**config.mk**
```make
export PLATFORM = sky130hd
export DESIGN_NAME = bus_grant_sequencer
export DESIGN_NICKNAME = d
export VERILOG_FILES = /design/src/rtl/bus_pkg.sv /design/src/rtl/grant_select.sv /design/src/rtl/bus_grant_sequencer.sv
export SDC_FILE = /design/constraint.sdc
export NUM_CORES = 1
export LEC_CHECK = 0
export ABC_AREA = 1
export CAP_MARGIN = 15
export CORE_MARGIN = 2
export CORE_UTILIZATION = 53
export DETAILED_ROUTE_END_ITERATION = 8
export GPL_TIMING_DRIVEN = 0
export PLACE_DENSITY = 0.83
export SLEW_MARGIN = 40
export SYNTH_ARGS = -nofsm -noshare
export SYNTH_HDL_FRONTEND = slang
export SYNTH_HIERARCHICAL = 1
export SYNTH_SLANG_ARGS = --single-unit
```
**constraint.sdc**
```tcl
create_clock -name i_clock -period 3.9 [get_ports i_clock]
set_input_delay 1.17 -clock i_clock [delete_from_list [all_inputs] [get_ports i_clock]]
set_output_delay 1.17 -clock i_clock [all_outputs]
set_load 0.01 [all_outputs]
```
**src/rtl/bus_pkg.sv**
```systemverilog
// Shared types and constants for the bus grant sequencer.
package bus_pkg;

  localparam int DEF_NUMUNITS     = 32'd8;
  localparam int DEF_ADDRESSWIDTH = 32'd3;
  localparam int DEF_TIMEOUT      = 32'd15;

  // Ownership life cycle of the shared bus.
  typedef enum logic [1:0] {
    IDLE    = 2'd0,
    OWNED   = 2'd1,
    RELEASE = 2'd2
  } state_t;

  // Ceiling log2; clog2(1) = 0.
  function automatic int clog2(input int value);
    int result;
    int span;
    result = 32'd0;
    span   = 32'd1;
    while (span < value) begin
      span   = span * 32'd2;
      result = result + 32'd1;
    end
    return result;
  endfunction

  // Watchdog counter width: counts 0 .. TIMEOUT-1, never narrower than one bit.
  function automatic int wd_width(input int timeout);
    int w;
    w = clog2(timeout);
    return (w < 32'd1) ? 32'd1 : w;
  endfunction

endpackage

```
**src/rtl/grant_select.sv**
```systemverilog
// Combinational winner selection: optional minimum-priority filter followed by
// a rotating first-one search that starts at the round-robin pointer.
module grant_select
  import bus_pkg::*;
#(
  parameter int NUMUNITS     = DEF_NUMUNITS,
  parameter int ADDRESSWIDTH = DEF_ADDRESSWIDTH
) (
  input  logic [NUMUNITS-1:0]              i_request,
  input  logic [ADDRESSWIDTH*NUMUNITS-1:0] i_priority,
  input  logic                             i_roundORpriority,
  input  logic [ADDRESSWIDTH-1:0]          i_pointer,
  output logic                             o_valid,
  output logic [ADDRESSWIDTH-1:0]          o_winner
);

  // One extra bit so pointer + offset never overflows before the wrap.
  localparam int SW = ADDRESSWIDTH + 1;

  logic [ADDRESSWIDTH-1:0] w_min_prio;
  logic [NUMUNITS-1:0]     w_cand;
  logic [SW-1:0]           w_scan;
  logic [ADDRESSWIDTH-1:0] w_idx;

  // Smallest priority value among the active requesters.
  always_comb begin
    w_min_prio = '1;
    for (int i = 0; i < NUMUNITS; i++) begin
      if (i_request[i] && (i_priority[i*ADDRESSWIDTH +: ADDRESSWIDTH] < w_min_prio)) begin
        w_min_prio = i_priority[i*ADDRESSWIDTH +: ADDRESSWIDTH];
      end else begin
        w_min_prio = w_min_prio;
      end
    end
  end

  // Candidate set: all requesters, or only the most urgent ones in priority mode.
  always_comb begin
    w_cand = '0;
    for (int i = 0; i < NUMUNITS; i++) begin
      w_cand[i] = i_request[i] &&
                  (!i_roundORpriority ||
                   (i_priority[i*ADDRESSWIDTH +: ADDRESSWIDTH] == w_min_prio));
    end
  end

  // First candidate found scanning pointer, pointer+1, ... modulo NUMUNITS.
  always_comb begin
    o_valid  = 1'b0;
    o_winner = '0;
    w_scan   = '0;
    w_idx    = '0;
    for (int k = 0; k < NUMUNITS; k++) begin
      w_scan = {1'b0, i_pointer} + SW'(k);
      if (w_scan >= SW'(NUMUNITS)) begin
        w_scan = w_scan - SW'(NUMUNITS);
      end else begin
        w_scan = w_scan;
      end
      w_idx = w_scan[ADDRESSWIDTH-1:0];
      if (!o_valid && w_cand[w_idx]) begin
        o_valid  = 1'b1;
        o_winner = w_idx;
      end else begin
        o_valid  = o_valid;
      end
    end
  end

endmodule

```
**src/rtl/bus_grant_sequencer.sv**
```systemverilog
// Burst-level bus ownership controller: round-robin or priority arbitration,
// one-hot grant held for a whole burst, abandon/watchdog reclaim and a single
// turnaround cycle between owners.
module bus_grant_sequencer
  import bus_pkg::*;
#(
  parameter int NUMUNITS     = DEF_NUMUNITS,
  parameter int ADDRESSWIDTH = DEF_ADDRESSWIDTH,
  parameter int TIMEOUT      = DEF_TIMEOUT
) (
  input  logic                             i_clock,
  input  logic                             i_reset,
  input  logic                             i_roundORpriority,
  input  logic [NUMUNITS-1:0]              i_request,
  input  logic [ADDRESSWIDTH*NUMUNITS-1:0] i_priority,
  input  logic                             i_beat,
  input  logic                             i_last,
  output logic [NUMUNITS-1:0]              o_grant,
  output logic [ADDRESSWIDTH-1:0]          o_owner,
  output logic                             o_busy,
  output logic                             o_timeout_err
);

  localparam int                      WDW      = wd_width(TIMEOUT);
  localparam logic [WDW-1:0]          WD_LAST  = WDW'(TIMEOUT - 1);
  localparam logic [ADDRESSWIDTH-1:0] PTR_LAST = ADDRESSWIDTH'(NUMUNITS - 1);

  state_t                  r_state,  w_next_state;
  logic [NUMUNITS-1:0]     r_grant,  w_next_grant;
  logic [ADDRESSWIDTH-1:0] r_owner,  w_next_owner;
  logic                    r_busy,   w_next_busy;
  logic                    r_terr,   w_next_terr;
  logic [ADDRESSWIDTH-1:0] r_ptr,    w_next_ptr;
  logic [WDW-1:0]          r_wd,     w_next_wd;

  logic                    w_sel_valid;
  logic [ADDRESSWIDTH-1:0] w_sel_winner;
  logic [NUMUNITS-1:0]     w_sel_onehot;
  logic [ADDRESSWIDTH-1:0] w_ptr_after;
  logic                    w_owner_req;
  logic                    w_final_beat;
  logic                    w_wd_expired;

  grant_select #(
    .NUMUNITS     (NUMUNITS),
    .ADDRESSWIDTH (ADDRESSWIDTH)
  ) u_grant_select (
    .i_request         (i_request),
    .i_priority        (i_priority),
    .i_roundORpriority (i_roundORpriority),
    .i_pointer         (r_ptr),
    .o_valid           (w_sel_valid),
    .o_winner          (w_sel_winner)
  );

  assign w_owner_req  = i_request[r_owner];
  assign w_final_beat = i_beat && i_last;
  assign w_wd_expired = !i_beat && (r_wd == WD_LAST);

  // Decode the winner to one-hot and compute the pointer slot just after it.
  always_comb begin
    w_sel_onehot               = '0;
    w_sel_onehot[w_sel_winner] = 1'b1;
    if (w_sel_winner == PTR_LAST) begin
      w_ptr_after = '0;
    end else begin
      w_ptr_after = w_sel_winner + ADDRESSWIDTH'(1);
    end
  end

  // Next-state and next-output logic; everything holds unless a branch says otherwise.
  always_comb begin
    w_next_state = r_state;
    w_next_grant = r_grant;
    w_next_owner = r_owner;
    w_next_busy  = r_busy;
    w_next_terr  = 1'b0;
    w_next_ptr   = r_ptr;
    w_next_wd    = r_wd;
    case (r_state)
      IDLE, RELEASE: begin
        // Arbitrate; beat/last are meaningless without an owner.
        if (w_sel_valid) begin
          w_next_state = OWNED;
          w_next_grant = w_sel_onehot;
          w_next_owner = w_sel_winner;
          w_next_busy  = 1'b1;
          w_next_ptr   = w_ptr_after;
          w_next_wd    = '0;
        end else begin
          w_next_state = IDLE;
          w_next_grant = '0;
          w_next_busy  = 1'b0;
        end
      end
      OWNED: begin
        // Release causes in precedence order: last beat, abandon, watchdog.
        if (w_final_beat) begin
          w_next_state = RELEASE;
          w_next_grant = '0;
          w_next_busy  = 1'b0;
        end else if (!w_owner_req) begin
          w_next_state = RELEASE;
          w_next_grant = '0;
          w_next_busy  = 1'b0;
        end else if (w_wd_expired) begin
          w_next_state = RELEASE;
          w_next_grant = '0;
          w_next_busy  = 1'b0;
          w_next_terr  = 1'b1;
        end else if (i_beat) begin
          w_next_wd    = '0;
        end else begin
          w_next_wd    = r_wd + WDW'(1);
        end
      end
      default: begin
        w_next_state = IDLE;
        w_next_grant = '0;
        w_next_busy  = 1'b0;
      end
    endcase
  end

  // State register and registered outputs; reset clears everything at once.
  always_ff @(posedge i_clock or posedge i_reset) begin
    if (i_reset) begin
      r_state <= IDLE;
      r_grant <= '0;
      r_owner <= '0;
      r_busy  <= 1'b0;
      r_terr  <= 1'b0;
      r_ptr   <= '0;
      r_wd    <= '0;
    end else begin
      r_state <= w_next_state;
      r_grant <= w_next_grant;
      r_owner <= w_next_owner;
      r_busy  <= w_next_busy;
      r_terr  <= w_next_terr;
      r_ptr   <= w_next_ptr;
      r_wd    <= w_next_wd;
    end
  end

  assign o_grant       = r_grant;
  assign o_owner       = r_owner;
  assign o_busy        = r_busy;
  assign o_timeout_err = r_terr;

endmodule

```
==> impl_metrics.tcl <==
set metrics [dict create \
    power_w 0.00467 \
    switching_share_pct 59.4 \
    routed_wl_mm 16.7 \
    synthesis.area_um2 2920 \
    mostFrequentLayoutCell "nand2_1" \
    core-area_um2 5410 \
    drt-vias-per-instance 7.14 \
    p_int_w 0.00189 \
    finalSetupViolations 19 \
    syn_inst 513 \
    cts_sinks 21 \
    numCtsBuffers 3 \
    numPortBuffers 48 \
    yosysWarnings 6 \
    p_seq_share_pct 7.9 \
    antenna_found_initial 0 \
    maxSlewHeadroom_pct 48.4 \
    syn_nets 560 \
    setup.worst_path.start_class "input pin" \
    clockBufferDepth 2 \
    max_stage_delay_ns 0.26 \
    status "finished with violations" \
    cap_violations 0 \
    crit_slowest_cell "ha_4" \
    drc_errors 126 \
    n_fill_cell 220 \
    gp_congestion 0.950 \
    crit_top_cell "nand2_1" \
    num_rows 27 \
    drt_iter0_drc 912 \
    path_delay_family "simple AND/OR/NAND/NOR gates" \
    crit_path_end_kind "flip-flop" \
    final_cells 687 \
    overflow 0 \
    drive_gt1_share_pct 38.7 \
    comb_power_share_pct 88.6 \
    worstMarginPinSlew_ns 0.774 \
    critPathKind "input pin to flip-flop" \
    initial_core_util_pct 54.1 \
    violations "design-rule violations, negative setup slack" \
    vias 4907 \
    fmax_mhz 120 \
    hold_path_class "flip-flop to flip-flop" \
    slew_viol_final 0 \
    dp_cells 633 \
    ys_types 31 \
    cp.required_ns 4.07 \
    die_h_um 78.3 \
    worstPathArrival_ns 8.54 \
    grt_pass1_wl_mm 18.5 \
    powerDensity_nw_per_um2 957 \
    p_sw_w 0.00277 \
    pre_cts_ws_ns -4.68 \
    cp_num_buf_inv 9 \
    p_leak_nw 2.36 \
    diodes 0 \
    grt_pass1_vias 3935 \
    cts_tree "done" \
    ant_nets 0 \
    cts-root-buf "clkbuf_8" \
    layout_common_cells "nand2_1 (103), nand3_1 (73), inv_1 (71)" \
    synth_seq_area_share_pct 18.0 \
    fin_ws_ns -4.47 \
    vdd_drop_max_v 0.000831 \
    hold_violations 0 \
    die-area_um2 6120 \
    drt-pass1-iter-count 9 \
    area_growth_pct 66.8 \
    path_clk_slew_ns 0.10 \
    ys_ff_latch 21 \
    syn-mean-instance-area_um2 5.70 \
    finalClockSkew_ns 0.00864 \
    grtUsageTotal_pct 37.3 \
    routedWlPerCell_um 24.4 \
    htreeDepth 1 \
    grt_setup_unrepaired "true" \
    fin_crit_ns 8.37 \
    insertion_delay_ns 0.28 \
    cts_hold_buf 0 \
    r2r_setup_slack_ns -0.53 \
    crit_fanout 7 \
    hpwl_mm 6.83 \
    grt_max_degree 22 \
    power.share.clock_pct 3.5 \
    min_period_over_period_pct 215 \
    finalNetCount 663 \
    ioPinCount 50 \
    die_w_um 78.3 \
]
-- cell usage after synthesis, drive strengths merged --
cell    number  area (um2)
nand3      140         738
inv         87         327
nand2      153         614
o22ai        5        31.3
a21oi        5        28.8
xor2         3        26.3
ha          10         125
nand4       20         131
nor2        32         143
a211oi       2        15.0
nand3b       5        37.5
o21ai       15        75.1
xnor2        2        17.5
or2          4        25.0
clkbuf       2        7.51
dfrtp       21         526
o21a         1        7.51
buf          5        40.0
o31ai        1        7.51
-- state kept, by name (all words and copies together), names as in the netlist --
name	cells
r_state	2
o_timeout_err	1
r_wd	4
r_ptr	3
o_owner	3
o_grant	8
-- cell families (layout without fill, tap and decap cells) --
family                   Yosys count  count (layout)  synth area share, %
AO/OA/AOI/OAI                     29              29                 5.65
adder cells (fa/ha/maj)           10              10                 4.28
flip-flops                        21              21                 18.0
XOR/XNOR                           5               5                 1.50
AND/OR/NAND/NOR                  354             354                 57.8
buffers and inverters             94             196                 12.8
-- metal layers --
metal	track usage (%)	share of wire [%]	vias to the layer above
met3	5.40	14	255
li1	-	-	1901
met5	0	0	-
met1	46.1	32	2113
met2	65.2	42	638
met4	15.3	11	0
-- metrics by stage --
| step | util, % | hold WS (ns) | instance area, um2 | TNS (ns) |
|---|---|---|---|---|
| 6_report | 90.2 | 0.568 | 4880 | -81.56 |
| 5_1_grt | 90.2 | 0.589 | 4880 | -87.35 |
| 2_1_floorplan | - | 0.447 | 3170 | -55.10 |
| 3_5_place_dp | 69.1 | 0.465 | 3740 | -84.84 |
| 4_1_cts | 80.9 | 0.479 | 4370 | -61.66 |
| 3_3_place_gp | 69.1 | 0.462 | 3740 | -81.45 |
-- final timing paths --
check	start	end	cells after the start
worst max-delay path	i_request[0]	r_ptr[2]	65
worst min-delay path	r_ptr[2]	r_ptr[2]	2
worst max register to register	r_ptr[0]	r_ptr[2]	17
worst min register to register	r_ptr[2]	r_ptr[2]	2
max in group asynchronous	i_reset	r_wd[2]	2
min in group asynchronous	i_reset	o_grant[3]	2
-- area by class of cell --
cell class | instances | area [um2] | share of cell area [%]
Timing Repair Buffer | 98 | 887 | 18.2
Tap cell | 72 | 90.1 | 1.85
Multi-Input combinational cell | 398 | 2920 | 59.8
Buffer | 7 | 53.8 | 1.10
Inverter | 87 | 354 | 7.26
Clock buffer | 3 | 41.3 | 0.847
Sequential cell | 21 | 526 | 10.8
Clock inverter | 1 | 7.51 | 0.154
-- worst reg2reg max path, stage by stage, from the launching register on --
cell and delay (ns):
dfrtp_1 0.41, clkbuf_1 0.61, inv_1 0.25, buf_2 0.30
ha_1 0.51, inv_1 0.45, nand3_2 0.17, nand3_2 0.14
nand2_2 0.07, inv_2 0.12, nand4_4 0.12, nor2_4 0.20
buf_6 0.13, nand4_1 0.16, nand3_4 0.23, ha_4 0.25
nand2_1 0.10, nand2_1 0.08
-- power groups by stage --
stage                     logic, W  registers (W)  clock network, W
after global placement     0.00218       0.000345                 0
final                      0.00414       0.000369          0.000164
after global routing       0.00426       0.000369          0.000166
after floorplan            0.00173       0.000351                 0
after detailed placement   0.00225       0.000348                 0
after CTS                  0.00277       0.000344          0.000145
-- repair_timing --
| item | in CTS | in global routing |
|---|---|---|
| pin swaps | 39 | 70 |
| resized for setup | 113 | 91 |
| setup buffers | 34 | 16 |
| endpoints found under the setup margin | 19 | 19 |
Note: power is estimated with default switching activity, not from simulation.
